$ cat config.mk
export PLATFORM = sky130hd
export DESIGN_NAME = reg_wb_scheduler
export DESIGN_NICKNAME = d
export VERILOG_FILES = /design/src/rtl/cpu_reg_pkg.sv /design/src/rtl/wb_arb2.sv /design/src/rtl/reg_wb_scheduler.sv
export SDC_FILE = /design/constraint.sdc
export NUM_CORES = 1
export LEC_CHECK = 0
export BUFFER_PORTS_ARGS = -buffer_cell sky130_fd_sc_hd__buf_2
export CAP_MARGIN = 30
export CORE_ASPECT_RATIO = 0.6
export CORE_MARGIN = 2
export CORE_UTILIZATION = 47
export CTS_BUF_LIST = sky130_fd_sc_hd__clkbuf_2 sky130_fd_sc_hd__clkbuf_4 sky130_fd_sc_hd__clkbuf_8
export DETAILED_ROUTE_END_ITERATION = 10
export GPL_TIMING_DRIVEN = 0
export PLACE_DENSITY = 0.91
export SLEW_MARGIN = 20
export SYNTH_ARGS = -nofsm -noshare
export SYNTH_HDL_FRONTEND = slang
export SYNTH_SLANG_ARGS = --single-unit
export TNS_END_PERCENT = 10
$ cat constraint.sdc
create_clock -name clk_i -period 1.2 [get_ports clk_i]
set_clock_uncertainty 0.1 [all_clocks]
set_input_delay 0.18 -clock clk_i [delete_from_list [all_inputs] [get_ports clk_i]]
set_output_delay 0.18 -clock clk_i [all_outputs]
set_load 0.005 [all_outputs]
$ cat src/rtl/cpu_reg_pkg.sv
// Shared register-bank definitions for the writeback scheduler and its arbiter.
// Build option REG_WB_RR_EN (see wb_arb2) selects round-robin instead of fixed priority.
package cpu_reg_pkg;

    localparam int unsigned NREG       = 8;
    localparam int unsigned REG_ADDR_W = 3;
    localparam int unsigned DATA_W     = 16;

    typedef enum logic {
        REQ_ALU  = 1'b0,
        REQ_LOAD = 1'b1
    } req_id_e;

    function automatic logic [NREG-1:0] reg_onehot(input logic [REG_ADDR_W-1:0] addr);
        return NREG'(1) << addr;
    endfunction

endpackage

$ cat src/rtl/wb_arb2.sv
// Two-requester arbiter for the bank write port; request/grant bits indexed by req_id_e.
// REG_WB_RR_EN defined: round-robin on a last-grant pointer; undefined: load beats ALU.
module wb_arb2
    import cpu_reg_pkg::*;
(
`ifdef REG_WB_RR_EN
    input  logic       clk_i,
    input  logic       rst_i,
`endif
    input  logic [1:0] req_i,
    output logic [1:0] gnt_o
);

`ifdef REG_WB_RR_EN
    req_id_e lg_q, lg_d;

    always_comb begin
        gnt_o = 2'b00;
        case (req_i)
            2'b01:   gnt_o = 2'b01;
            2'b10:   gnt_o = 2'b10;
            // On contention the requester that did not win last time goes first.
            2'b11:   gnt_o = (lg_q == REQ_ALU) ? 2'b10 : 2'b01;
            default: gnt_o = 2'b00;
        endcase
        lg_d = lg_q;
        if (gnt_o[REQ_LOAD]) begin
            lg_d = REQ_LOAD;
        end else if (gnt_o[REQ_ALU]) begin
            lg_d = REQ_ALU;
        end
    end

    always_ff @(posedge clk_i or posedge rst_i) begin
        if (rst_i) begin
            lg_q <= REQ_ALU;
        end else begin
            lg_q <= lg_d;
        end
    end
`else
    assign gnt_o[REQ_LOAD] = req_i[REQ_LOAD];
    assign gnt_o[REQ_ALU]  = req_i[REQ_ALU] & ~req_i[REQ_LOAD];
`endif

endmodule

$ cat src/rtl/reg_wb_scheduler.sv
// Register-bank write-port scheduler: arbitrates ALU/load writes, registers the winner onto
// the bank port and keeps a busy scoreboard. REG_WB_RR_EN selects round-robin arbitration.
module reg_wb_scheduler #(
    parameter int unsigned DATA_W = cpu_reg_pkg::DATA_W
) (
    input  logic                                clk_i,
    input  logic                                rst_i,
    input  logic                                a_valid_i,
    input  logic [cpu_reg_pkg::REG_ADDR_W-1:0]  a_addr_i,
    input  logic [DATA_W-1:0]                   a_data_i,
    output logic                                a_ready_o,
    input  logic                                b_valid_i,
    input  logic [cpu_reg_pkg::REG_ADDR_W-1:0]  b_addr_i,
    input  logic [DATA_W-1:0]                   b_data_i,
    output logic                                b_ready_o,
    output logic                                wr_en_o,
    output logic [cpu_reg_pkg::REG_ADDR_W-1:0]  wr_addr_o,
    output logic [DATA_W-1:0]                   wr_data_o,
    input  logic                                iss_valid_i,
    input  logic [cpu_reg_pkg::REG_ADDR_W-1:0]  iss_addr_i,
    input  logic                                flush_i,
    output logic [cpu_reg_pkg::NREG-1:0]        busy_o
);
    import cpu_reg_pkg::*;

    logic [1:0]            req, gnt;
    logic                  wr_en_q, wr_en_d;
    logic [REG_ADDR_W-1:0] wr_addr_q, wr_addr_d;
    logic [DATA_W-1:0]     wr_data_q, wr_data_d;
    logic [NREG-1:0]       busy_q, busy_d;

    // Flush masks requests so nothing is accepted and the arbiter pointer stays put.
    assign req[REQ_ALU]  = a_valid_i & ~flush_i;
    assign req[REQ_LOAD] = b_valid_i & ~flush_i;

    wb_arb2 u_arb (
`ifdef REG_WB_RR_EN
        .clk_i (clk_i),
        .rst_i (rst_i),
`endif
        .req_i (req),
        .gnt_o (gnt)
    );

    assign a_ready_o = gnt[REQ_ALU];
    assign b_ready_o = gnt[REQ_LOAD];

    always_comb begin
        wr_en_d   = |gnt;
        wr_addr_d = wr_addr_q;
        wr_data_d = wr_data_q;
        if (gnt[REQ_LOAD]) begin
            wr_addr_d = b_addr_i;
            wr_data_d = b_data_i;
        end else if (gnt[REQ_ALU]) begin
            wr_addr_d = a_addr_i;
            wr_data_d = a_data_i;
        end

        // Clear on the committed write first so a same-cycle allocation wins.
        busy_d = busy_q;
        if (wr_en_q) begin
            busy_d = busy_d & ~reg_onehot(wr_addr_q);
        end
        if (iss_valid_i) begin
            busy_d = busy_d | reg_onehot(iss_addr_i);
        end
        if (flush_i) begin
            busy_d = '0;
        end
    end

    always_ff @(posedge clk_i or posedge rst_i) begin
        if (rst_i) begin
            wr_en_q   <= 1'b0;
            wr_addr_q <= '0;
            wr_data_q <= '0;
            busy_q    <= '0;
        end else begin
            wr_en_q   <= wr_en_d;
            wr_addr_q <= wr_addr_d;
            wr_data_q <= wr_data_d;
            busy_q    <= busy_d;
        end
    end

    assign wr_en_o   = wr_en_q;
    assign wr_addr_o = wr_addr_q;
    assign wr_data_o = wr_data_q;
    assign busy_o    = busy_q;

endmodule
=== Word level (Yosys, flattened, before mapping) ===
Index checks and enable logic that the tools add are counted.

* Bits in registers: 28
* Bits of input ports: 47
* Output and inout bits: 30
* Logic and storage cells: 23

* Shift-type cells: 2
* Mux-type cells: 7
* Bitwise gates (word level): 8
* Reductions and logical operators: 2

{| class="wikitable"
|+ Operator list
! cell !! count
|-
| $mux W16 || 2
|-
| $mux W8 || 3
|-
| $shl A1 B3 Y8 const A || 2
|-
| $and A8 B8 Y8 || 1
|-
| $not A8 Y8 || 1
|-
| $or A8 B8 Y8 || 1
|-
| $mux W3 || 2
|-
| $and A1 B1 Y1 || 3
|-
| $not A1 Y1 || 2
|-
| $reduce_bool A2 Y1 || 1
|-
| $reduce_or A2 Y1 || 1
|}

=== Longest topological paths before layout ===
Gate-level depths: netlist of run 1.

* Depth in word-level cells: 7
* Depth in mapped cells: 4
* Depth with buffers taken out: 2

=== Modules after synthesis ===
A second synthesis of run 1 with hierarchy kept.

* Cell total of the unflattened synthesis: 128
* Area total of the unflattened synthesis: 1368.8 um^2

{| class="wikitable"
|+ By module, submodules not included
! module !! instances !! cells an instance !! area each (um^2)
|-
| reg_wb_scheduler || 1 || 126 || 1347.5
|-
| wb_arb2 || 1 || 2 || 21.3
|}

=== Worst setup path after synthesis of run 1 ===
No wires, ideal clock.

* Kind: input to register
* Start point: input flush_i
* End point: register wr_data_q[0] (netlist: wr_data_o[0])
* Library setup time: 0.126 ns
* Arrival: 0.905 ns
* Data required time: 0.974 ns
* Path slack: 0.069 ns
* Stages on the path: 4
* Path buffers: 2
* Cell sequence: buf_6 -> o21bai_4 -> buf_6 -> a221o_1

* Longest elaborated chain between the ends: 5
* Elaborated cells between the ends (all ways): 7

{| class="wikitable"
|+ Ends and longest elaborated chain
! item !! line !! source
|-
| start: declaration || reg_wb_scheduler.sv:21 || <nowiki>input logic flush_i,</nowiki>
|-
| $not A1 Y1 * || reg_wb_scheduler.sv:33, reg_wb_scheduler.sv:34 ||
|-
| $and A1 B1 Y1 || reg_wb_scheduler.sv:34 || <nowiki>assign req[REQ_LOAD] = b_valid_i & ~flush_i;</nowiki>
|-
| $not A1 Y1 || wb_arb2.sv:43 || <nowiki>assign gnt_o[REQ_ALU] = req_i[REQ_ALU] & ~req_i[REQ_LOAD];</nowiki>
|-
| $and A1 B1 Y1 || wb_arb2.sv:43 ||
|-
| $reduce_bool A2 Y1 (no source line) || - ||
|-
| end signal: assignment || reg_wb_scheduler.sv:82 || <nowiki>wr_data_q <= wr_data_d;</nowiki>
|-
| end: declaration || reg_wb_scheduler.sv:29 || <nowiki>logic [DATA_W-1:0] wr_data_q, wr_data_d;</nowiki>
|}

Mark *: on every way between the ends. The rest lies on a longest branch, timed or not.
A chain may end at the register's enable or synchronous reset.

=== Worst setup path in the final report of run 1 ===
* Start point: register wr_addr_q[2] (netlist: wr_addr_o[2])
* End point: output wr_addr_o[2] in the netlist's numbering

{| class="wikitable"
|+ RTL lines
! item !! line !! source
|-
| start: declaration || reg_wb_scheduler.sv:28 || <nowiki>logic [REG_ADDR_W-1:0] wr_addr_q, wr_addr_d;</nowiki>
|-
| start signal: assignment || reg_wb_scheduler.sv:81 || <nowiki>wr_addr_q <= wr_addr_d;</nowiki>
|-
| end: declaration || reg_wb_scheduler.sv:17 || <nowiki>output logic [cpu_reg_pkg::REG_ADDR_W-1:0] wr_addr_o,</nowiki>
|}

No word-level cell between the ends.

==> flow_metrics.env, run 1 <==
export IMPL_status="finished, final reports clean"
export IMPL_drive_above_1_share_pct=52.6
export IMPL_synth_area_um2=1570
export IMPL_wl_per_cell_um=16.4
export IMPL_fin_nets=259
export IMPL_power_switching_mw=0.599
export IMPL_hp_class="primary input to flop"
export IMPL_max_freq_ghz=0.835
export IMPL_antenna_found_initial=0
export IMPL_multiInputGateArea_um2=774
export IMPL_vias=1377
export IMPL_grt_pass1_vias=1308
export IMPL_crit_type="flop to output pin"
export IMPL_ant_nets=0
export IMPL_power_density_nw_per_um2=1050
export IMPL_drc_errors=0
export IMPL_finalSetupTns_ps=0
export IMPL_portBuffers=76
export IMPL_comb_power_share_pct=23.5
export IMPL_synth_nets=172
export IMPL_setup_viol=0
export IMPL_post_route_min_period_ps=1200
export IMPL_wl_um=4210
export IMPL_regArea_um2=704
export IMPL_path_delay_family="flip-flops"
export IMPL_fill_cells=265
export IMPL_cp_cell_sequence="buf_2"
export IMPL_synth_cell_types=25
export IMPL_dr_pass1_iters=4
export IMPL_ys_top_cells_by_area="dfrtp_1 45%, a221o_1 12%, and2b_4 6.4%"
export IMPL_synth_seq_cells=28
export IMPL_insertion_delay_ps=280
export IMPL_core_area_um2=3220
export IMPL_crit_slowest_cell="dfrtp_2"
export IMPL_worstMarginPinSlew_ps=427
export IMPL_yosys_warnings=0
export IMPL_seq_power_share_pct=50.1
export IMPL_synthCells=125
export IMPL_maxCapViolCount=0
export IMPL_synth_top_area_share_pct=44.7
export IMPL_grt_max_degree=20
export IMPL_die_area_um2=3830
export IMPL_synth_top_cell_by_area="dfrtp_1"
export IMPL_path_buf_inv=1
export IMPL_hpwl_um=3100
export IMPL_slew_violations=0
export IMPL_arrival_ps=920
export IMPL_max_stage_delay_ps=490
export IMPL_clkSinkCount=28
export IMPL_cts_buffers=3
export IMPL_irDropWorstVdd_mv=0.457
export IMPL_vias_per_cell=5.38
export IMPL_die_y_um=48.7
export IMPL_boundaryPins=77
export IMPL_layout_commonest_cell="buf_2"
export IMPL_diodes=0
export IMPL_grt_usage_pct=22.1
export IMPL_maxSlewHeadroom_pct=71.5
export IMPL_hold_viol=0
export IMPL_cts_tree="done"
export IMPL_leakage_nw=1.13
export IMPL_rsz0062_at_grt="yes"
export IMPL_cts_root_buf="clkbuf_8"
export IMPL_gp_congestion=0.837
export IMPL_grt_pass1_wl_um=6420
export IMPL_hold_slack_ps=26.9
export IMPL_die_w_um=78.5
export IMPL_clkPwrFrac_pct=26.5
export IMPL_htreeDepth=1
export IMPL_rows=16
export IMPL_period_share_pct=99.8
export IMPL_cp_start_kind="flop"
export IMPL_synth_avg_cell_area_um2=12.5
export IMPL_start_util_pct=48.6
export IMPL_p_int_mw=1.65
export IMPL_drt_iter0_drc=58
export IMPL_switching_share_pct=26.7
export IMPL_clkTransAtPathRegs_ps=90
export IMPL_final_area_um2=2140
export IMPL_placed_cell_area_um2=2020
export IMPL_grt_overflow=0
export IMPL_layout_common_cells="77 x buf_2, 25 x dfrtp_1, 19 x a221o_1"
export IMPL_syn2layout_area_growth_pct=36.7
export IMPL_cp_end_kind="output pin"
export IMPL_worstPathMaxFanout=10
export IMPL_seq_area_frac_synth_pct=44.7
export IMPL_worstPathRequired_ps=920
export IMPL_cts_buffer_depth=2
## timing repair
action,4_1_cts,5_1_grt
cloned,0,0
endpoints found under the hold margin,9,0
endpoints found under the setup margin,5,7
hold buffers,1,0
setup buffers,1,4
resized for setup,6,2
## through the flow
stage	cells	worst slack, ps	util [%]	power (mW)
finish	256	2.22	66.5	2.25
global route	256	-43.7	66.5	2.35
CTS	252	19.0	65.1	2.23
detailed placement	247	-160	62.6	1.64
global placement	246	-146	62.2	1.62
floorplan	125	69.4	-	1.39
## synth_stat cells
master,instances
o22ai_1,2
or4b_1,1
buf_4,2
a221o_1,19
nor2b_1,1
nand3b_1,2
and4_1,1
buf_6,4
dfrtp_1,28
clkbuf_1,1
buf_2,2
inv_1,3
and2b_4,10
o32ai_1,6
and3b_2,1
o21bai_4,1
and2b_1,4
and4b_1,3
nand3_1,1
nand4bb_1,1
nand2b_1,8
nor4bb_1,10
dlymetal6s2s_1,2
nor4b_1,1
and3b_1,11
## final cells by class
| type | instances | share of cell area [%] |
|---|---|---|
| timing repair buffer | 83 | 21.0 |
| tap | 45 | 2.63 |
| sequential | 28 | 32.9 |
| buffer | 10 | 4.26 |
| inverter | 3 | 0.526 |
| clock buffer | 4 | 2.57 |
| multi-input combinational | 83 | 36.2 |
## logic make-up (layout without fill, tap and decap cells)
kind of cell	count (synthesis)	in the layout	share of synthesized area, %
AOI/OAI and AO/OA	28	28	17.5
and+or+nand+nor	55	55	30.8
DFF	28	28	44.7
buffers and inverters	14	100	7.03
## flip-flops by register name, summed over array words and instances, names as in the netlist
name and flops:
busy_o 8, wr_data_o 16, wr_en_o 1, wr_addr_o 3
## metal layers
metal	global-route usage [%]	vias to the layer above	share of wire, %
met4	5.26	0	0.45
li1	-	670	-
met1	31.7	659	49
met3	5.78	2	5.8
met2	33.6	46	45
met5	0	-	0
## path summary, 6_finish.rpt
path	start	end	slack, ps	depth (start not counted)
max in group asynchronous	rst_i	wr_addr_o[1]	170	4
max	wr_addr_o[2]	wr_addr_o[2]	2	1
min	b_data_i[12]	wr_data_o[12]	30	2
max reg2reg	wr_addr_o[2]	busy_o[4]	30	2
min in group asynchronous	rst_i	wr_data_o[7]	340	3
min reg2reg	wr_data_o[8]	wr_data_o[8]	420	1
## power groups by stage
stage          logic [mW]  registers (mW)  clock network [mW]
2_1_floorplan       0.257            1.13                   0
3_3_place_gp        0.487            1.13                   0
3_5_place_dp        0.510            1.13                   0
4_1_cts             0.515            1.12               0.599
5_1_grt             0.572            1.14               0.637
6_report            0.528            1.13               0.595
Power figures use the tool's default switching activity.
==> run 2: changes to the inputs <==
Settings changed: CORE_UTILIZATION 47 to 45, PLACE_DENSITY 0.91 to 0.9, SYNTH_HIERARCHICAL from default to 1.
==> run 2 against run 1 <==
- die area is 8.2% lower
- global-route usage is 1.7 points lower
- count of clock-buffer cells in the layout stayed put
- cell count is 1.2% lower
- sequential power hardly changed
- sequential cell count stayed put
- first-iteration DRC count is 41% lower
- combinational power is 6.4% lower
- critical path type is now flop to flop
- highest routed layer unchanged
==> flow_metrics.env, run 2 <==
export IMPL_wl_per_cell_um=14.2
export IMPL_grt_pass1_wl_um=5230
export IMPL_leakage_nw=0.968
export IMPL_final_area_um2=2000
export IMPL_synth_avg_cell_area_um2=10.7
export IMPL_pre_cts_slack_ps=-393
export IMPL_die_area_um2=3510
export IMPL_arrival_ps=1220
export IMPL_crit_slowest_cell="dfrtp_2"
export IMPL_synth_nets=175
export IMPL_cts_setup_buffers=0
export IMPL_ys_top_cells_by_area="dfrtp_1 51%, mux2i_1 14%, o21ai_0 6.9%"
export IMPL_r2r_slack_ps=20
export IMPL_drive_above_1_share_pct=47.9
export IMPL_synthFlopType="dfrtp_1"
export IMPL_max_stage_delay_ps=480
export IMPL_wl_um=3600
export IMPL_core_area_um2=2890
export IMPL_synth_area_um2=1370
export IMPL_grt_overflow=0
export IMPL_worstPathRequired_ps=1240
export IMPL_largest_reg_flops=16
export IMPL_ant_nets=0
export IMPL_fill_cells=244
export IMPL_die_w_um=75.2
export IMPL_cp_start_kind="flop"
export IMPL_antenna_found_initial=0
export IMPL_synth_top_cell_by_area="dfrtp_1"
export IMPL_synthCells=128
export IMPL_synth_cell_types=22
export IMPL_r2r_cells=2
export IMPL_synth_edf_count=0
export IMPL_clkTransAtPathRegs_ps=90
export IMPL_cp_end_kind="flop"
export IMPL_clkSinkCount=28
export IMPL_setup_viol=0
export IMPL_die_y_um=46.7
export IMPL_vias_per_cell=5.04
export IMPL_cts_buffer_depth=2
export IMPL_grt_usage_pct=20.4
export IMPL_hp_class="primary input to flop"
export IMPL_worstMarginPinSlew_ps=346
export IMPL_diodes=0
export IMPL_start_util_pct=47.4
export IMPL_multiInputGateArea_um2=646
export IMPL_rsz0062_at_grt="yes"
export IMPL_synth_top_area_share_pct=51.2
export IMPL_finalSetupTns_ps=0
export IMPL_synthArstFlopShare_pct=100
export IMPL_vias=1274
export IMPL_irDropWorstVdd_mv=0.829
export IMPL_grt_pass1_vias=1120
export IMPL_cp_cell_sequence="nor4bb_1 > o32ai_1"
export IMPL_drc_errors=0
export IMPL_insertion_delay_ps=270
export IMPL_timing_final_ws_setup_ps=15.9
export IMPL_slew_violations=0
export IMPL_htreeDepth=1
export IMPL_hold_path_depth=3
export IMPL_hold_viol=0
export IMPL_portBuffers=76
export IMPL_yosys_top_cells_count="28 x dfrtp_1, 19 x mux2i_1, 19 x nand2_1, 19 x o21ai_0, 8 x nand2b_1"
export IMPL_power_density_nw_per_um2=1100
export IMPL_cts_root_buf="clkbuf_8"
export IMPL_cts_buffers=3
export IMPL_syn2layout_area_growth_pct=46.2
export IMPL_gp_congestion=0.830
export IMPL_post_route_min_period_ps=1180
export IMPL_layout_commonest_cell="buf_2"
export IMPL_period_share_pct=98.7
export IMPL_cts_tree="done"
export IMPL_dr_pass1_iters=4
export IMPL_worstPathMaxFanout=10
export IMPL_status="finished, final reports clean"
export IMPL_synth_most_common_cell="dfrtp_1"
export IMPL_fin_nets=259
export IMPL_maxCapViolCount=0
export IMPL_seq_area_frac_synth_pct=51.2
export IMPL_boundaryPins=77
export IMPL_maxSlewHeadroom_pct=76.9
export IMPL_crit_type="flop to flop"
export IMPL_max_freq_ghz=0.845
export IMPL_layout_common_cells="75 x buf_2, 24 x dfrtp_1, 19 x mux2i_1, 19 x nand2_1, 13 x o21ai_0"
export IMPL_power_mw=2.21
export IMPL_placed_cell_area_um2=1850
export IMPL_synth_seq_cells=28
export IMPL_regArea_um2=706
export IMPL_hpwl_um=2650
export IMPL_drt_iter0_drc=34
export IMPL_rows=15
export IMPL_grt_max_degree=16
export IMPL_yosys_warnings=6
## run 2: changes by cell type after synthesis, moves of 4 or more
cell      change
buf_6         -4
mux2i_1      +19
nor4bb_1      -7
and2b_4      -10
o21ai_0      +19
and3b_1      -11
nand2_1      +19
and2b_1       -4
a221o_1      -19
## run 2: layout make-up
type / instances / area share, %
Sequential cell: 28 / 35.3
Multi-Input combinational cell: 90 / 32.3
Timing Repair Buffer: 80 / 23.1
Buffer: 7 / 3.44
Clock buffer: 4 / 2.75
Tap cell: 42 / 2.63
Inverter: 2 / 0.563
## run 2: cells by family (layout without fill, tap and decap cells)
| group | count (synthesis) | in the layout | synth area share, % |
|---|---|---|---|
| mux | 19 | 19 | 13.9 |
| simple gates | 44 | 44 | 19.9 |
| compound gates | 27 | 27 | 11.7 |
| flops | 28 | 28 | 51.2 |
| buf+inv | 10 | 93 | 3.29 |
## run 2: final timing paths
| check | endpoint | start |
|---|---|---|
| min in group asynchronous | wr_data_o[7] | rst_i |
| min | wr_data_o[7] | b_data_i[7] |
| min reg2reg | busy_o[0] | busy_o[0] |
| max reg2reg | busy_o[4] | wr_addr_o[0] |
| max in group asynchronous | wr_addr_o[2] | rst_i |
| max | busy_o[4] | wr_addr_o[0] |
## run 2: critical path, delay by kind of cell, from the launching register on
kind             cells  cell delay [ps]
AO/OA/AOI/OAI        1              150
AND/OR/NAND/NOR      1              330
flip-flops           1              480
## run 2: power by group
group / internal (mW) / switching [mW] / total (mW)
clock network: 0.294 / 0.283 / 0.577
logic: 0.275 / 0.219 / 0.494
registers: 1.05 / 0.0889 / 1.14
total: 1.62 / 0.591 / 2.21
## run 2: stage by stage
step / hold slack, ps / utilization (%) / instances
after global placement: 286 / 63.3 / 246
after detailed placement: 176 / 63.9 / 247
after floorplan: 145 / - / 128
final: 11.2 / 69.2 / 253
after global routing: 6.12 / 69.2 / 253
after CTS: 7.30 / 67.3 / 252
## run 2: per-layer routing
metal	GRT usage (%)	share of wire, %	vias up
met3	5.25	6.0	2
met2	31.9	44	46
met1	29.3	49	599
met4	4.21	0.50	0
met5	0	0	-
li1	-	-	627
## run 2: what timing repair did
action | in CTS | in global routing
hold buffers | 1 | 0
resized for setup | 11 | 10
endpoints found under the setup margin | 24 | 42
hold endpoints to repair | 14 | 0
gates cloned | 0 | 2
==> run 3: changes to the inputs <==
Settings changed: RECOVER_POWER from default to 25.
==> run 3 against run 2 <==
- first-iteration DRC count unchanged
- design area decreased by 0.56%
- via count is 0.39% higher
- non-clock buffer count did not move
- clock power is essentially flat
- register-to-register slack is essentially flat
- largest power group unchanged
- maximum frequency down 0.91%
- sequential power about the same
- combinational power is 0.8% lower
- global-route usage unchanged
==> flow_metrics.env, run 3 (synthesis results as in run 2) <==
export IMPL_cts_root_buf="clkbuf_8"
export IMPL_status="finished, final reports clean"
export IMPL_wl_per_cell_um=14.3
export IMPL_drc_errors=0
export IMPL_die_w_um=75.2
export IMPL_die_y_um=46.7
export IMPL_r2r_cells=2
export IMPL_worstPathRequired_ps=1240
export IMPL_cts_buffer_depth=2
export IMPL_cts_buffers=3
export IMPL_maxCapViolCount=0
export IMPL_wl_um=3610
export IMPL_post_route_min_period_ps=1190
export IMPL_htreeDepth=1
export IMPL_hp_class="primary input to flop"
export IMPL_die_area_um2=3510
export IMPL_gr_usage_met1_pct=29.3
export IMPL_vias_per_cell=5.06
export IMPL_period_share_pct=99.6
export IMPL_max_stage_delay_ps=480
export IMPL_timing_final_ws_setup_ps=5.08
export IMPL_hold_viol=0
export IMPL_crit_slowest_cell="dfrtp_2"
export IMPL_layout_common_cells="74 x buf_2, 24 x dfrtp_1, 19 x mux2i_1, 19 x nand2_1, 13 x o21ai_0"
export IMPL_grt_max_degree=16
export IMPL_p_int_mw=1.61
export IMPL_seq_power_share_pct=51.6
export IMPL_crit_start="wr_addr_o[0]"
export IMPL_portBuffers=76
export IMPL_dr_pass1_iters=4
export IMPL_diodes=0
export IMPL_worstPathMaxFanout=10
export IMPL_rsz0062_at_grt="yes"
export IMPL_antenna_found_initial=0
export IMPL_grt_util_met2_pct=31.9
export IMPL_syn2layout_area_growth_pct=45.3
export IMPL_setup_viol=0
export IMPL_slew_violations=0
export IMPL_path_buf_inv=0
export IMPL_drive_above_1_share_pct=46.9
export IMPL_multiInputGateArea_um2=643
export IMPL_irDropWorstVdd_mv=0.829
export IMPL_clkPwrFrac_pct=26.1
export IMPL_max_freq_ghz=0.837
export IMPL_rows=15
export IMPL_grt_pass1_wl_um=5230
export IMPL_grt_overflow=0
export IMPL_final_area_um2=1990
export IMPL_switching_share_pct=26.8
export IMPL_leakage_nw=0.962
export IMPL_use_met3_pct=5.25
export IMPL_maxSlewHeadroom_pct=78.6
export IMPL_arrival_ps=1240
export IMPL_power_switching_mw=0.592
export IMPL_crit_end="busy_o[4]"
export IMPL_regArea_um2=706
export IMPL_crit_type="flop to flop"
export IMPL_fin_nets=259
export IMPL_placed_cell_area_um2=1850
export IMPL_start_util_pct=47.4
export IMPL_core_area_um2=2890
export IMPL_ant_nets=0
export IMPL_layout_commonest_cell="buf_2"
export IMPL_comb_power_share_pct=22.2
export IMPL_clkSinkCount=28
export IMPL_largest_reg_flops=16
export IMPL_cp_cell_sequence="nor4bb_1 > o32ai_1"
export IMPL_pre_cts_slack_ps=-393
export IMPL_hpwl_um=2650
export IMPL_power_density_nw_per_um2=1110
export IMPL_r2r_end="busy_o[4]"
export IMPL_gp_congestion=0.830
export IMPL_power_mw=2.21
export IMPL_top_usage_layer="met2"
export IMPL_path_delay_family="flip-flops"
export IMPL_drt_iter0_drc=34
export IMPL_r2r_slack_ps=5
export IMPL_vias=1279
export IMPL_cp_end_kind="flop"
export IMPL_grt_usage_pct=20.4
export IMPL_fill_cells=247
export IMPL_worstMarginPinSlew_ps=321
export IMPL_grt_pass1_vias=1120
export IMPL_insertion_delay_ps=270
export IMPL_r2r_start="wr_addr_o[0]"
export IMPL_crit_cells=2
export IMPL_cts_tree="done"
export IMPL_cp_start_kind="flop"
export IMPL_clkTransAtPathRegs_ps=90
export IMPL_boundaryPins=77
[run 3: cell types whose count changed in the layout (fill, tap and decap cells not counted)]
| cell | before | now |
|---|---|---|
| buf_8 | 3 | 2 |
| nor2b_2 | 1 | 0 |
| nor2b_1 | 0 | 1 |
| clkbuf_1 | 0 | 1 |
| clkbuf_4 | 0 | 1 |
| buf_2 | 75 | 74 |
[run 3: layout make-up]
cell class / count / area share, %
timing repair buffer: 80 / 22.8
clock buffer: 4 / 2.77
tap: 42 / 2.64
multi-input combinational: 90 / 32.3
sequential: 28 / 35.5
buffer: 7 / 3.46
inverter: 2 / 0.566
[run 3: per-stage QoR]
step	setup TNS [ps]	instances	util, %	hold slack (ps)
final	0	253	68.8	11.3
after global routing	-207	253	68.8	6.12
after CTS	-11.6	252	67.3	7.30
after detailed placement	-6820	247	63.9	176
after global placement	-8040	246	63.3	286
after floorplan	-603	128	-	145
[run 3: tightest hold or removal path, cell delays in order]
cell	delay, ps
buf_2	80
nand2_1	40
o21ai_0	60
[run 3: worst min path at each step]
stage	from	end	slack [ps]	depth (start not counted)
3_3_place_gp	b_data_i[11]	wr_data_o[11]	290	3
3_5_place_dp	rst_i	wr_data_o[5]	180	2
4_1_cts	b_data_i[12]	wr_data_o[12]	7	3
2_1_floorplan	rst_i	busy_o[0]	150	1
6_report	b_data_i[7]	wr_data_o[7]	10	3
5_1_grt	b_data_i[7]	wr_data_o[7]	6	3
[run 3: what timing repair did]
item                       4_1_cts  5_1_grt
resized for setup               11       10
cloned                           0        2
setup buffers                    0        0
hold endpoints to repair        14        0
setup endpoints to repair       24       42
hold buffers                     1        0
[run 3: routing by layer]
metal | vias to the layer above | routed length, um
met2 | 50 | 1590
met5 | - | 0
met3 | 2 | 225
li1 | 626 | -
met4 | 0 | 18
met1 | 601 | 1780
[run 3: power groups by stage]
| stage | Combinational (mW) | Clock (mW) | Sequential [mW] |
|---|---|---|---|
| after floorplan | 0.209 | 0 | 1.15 |
| after CTS | 0.472 | 0.591 | 1.14 |
| after global placement | 0.442 | 0 | 1.14 |
| after detailed placement | 0.461 | 0 | 1.14 |
| final | 0.490 | 0.577 | 1.14 |
| after global routing | 0.544 | 0.630 | 1.15 |
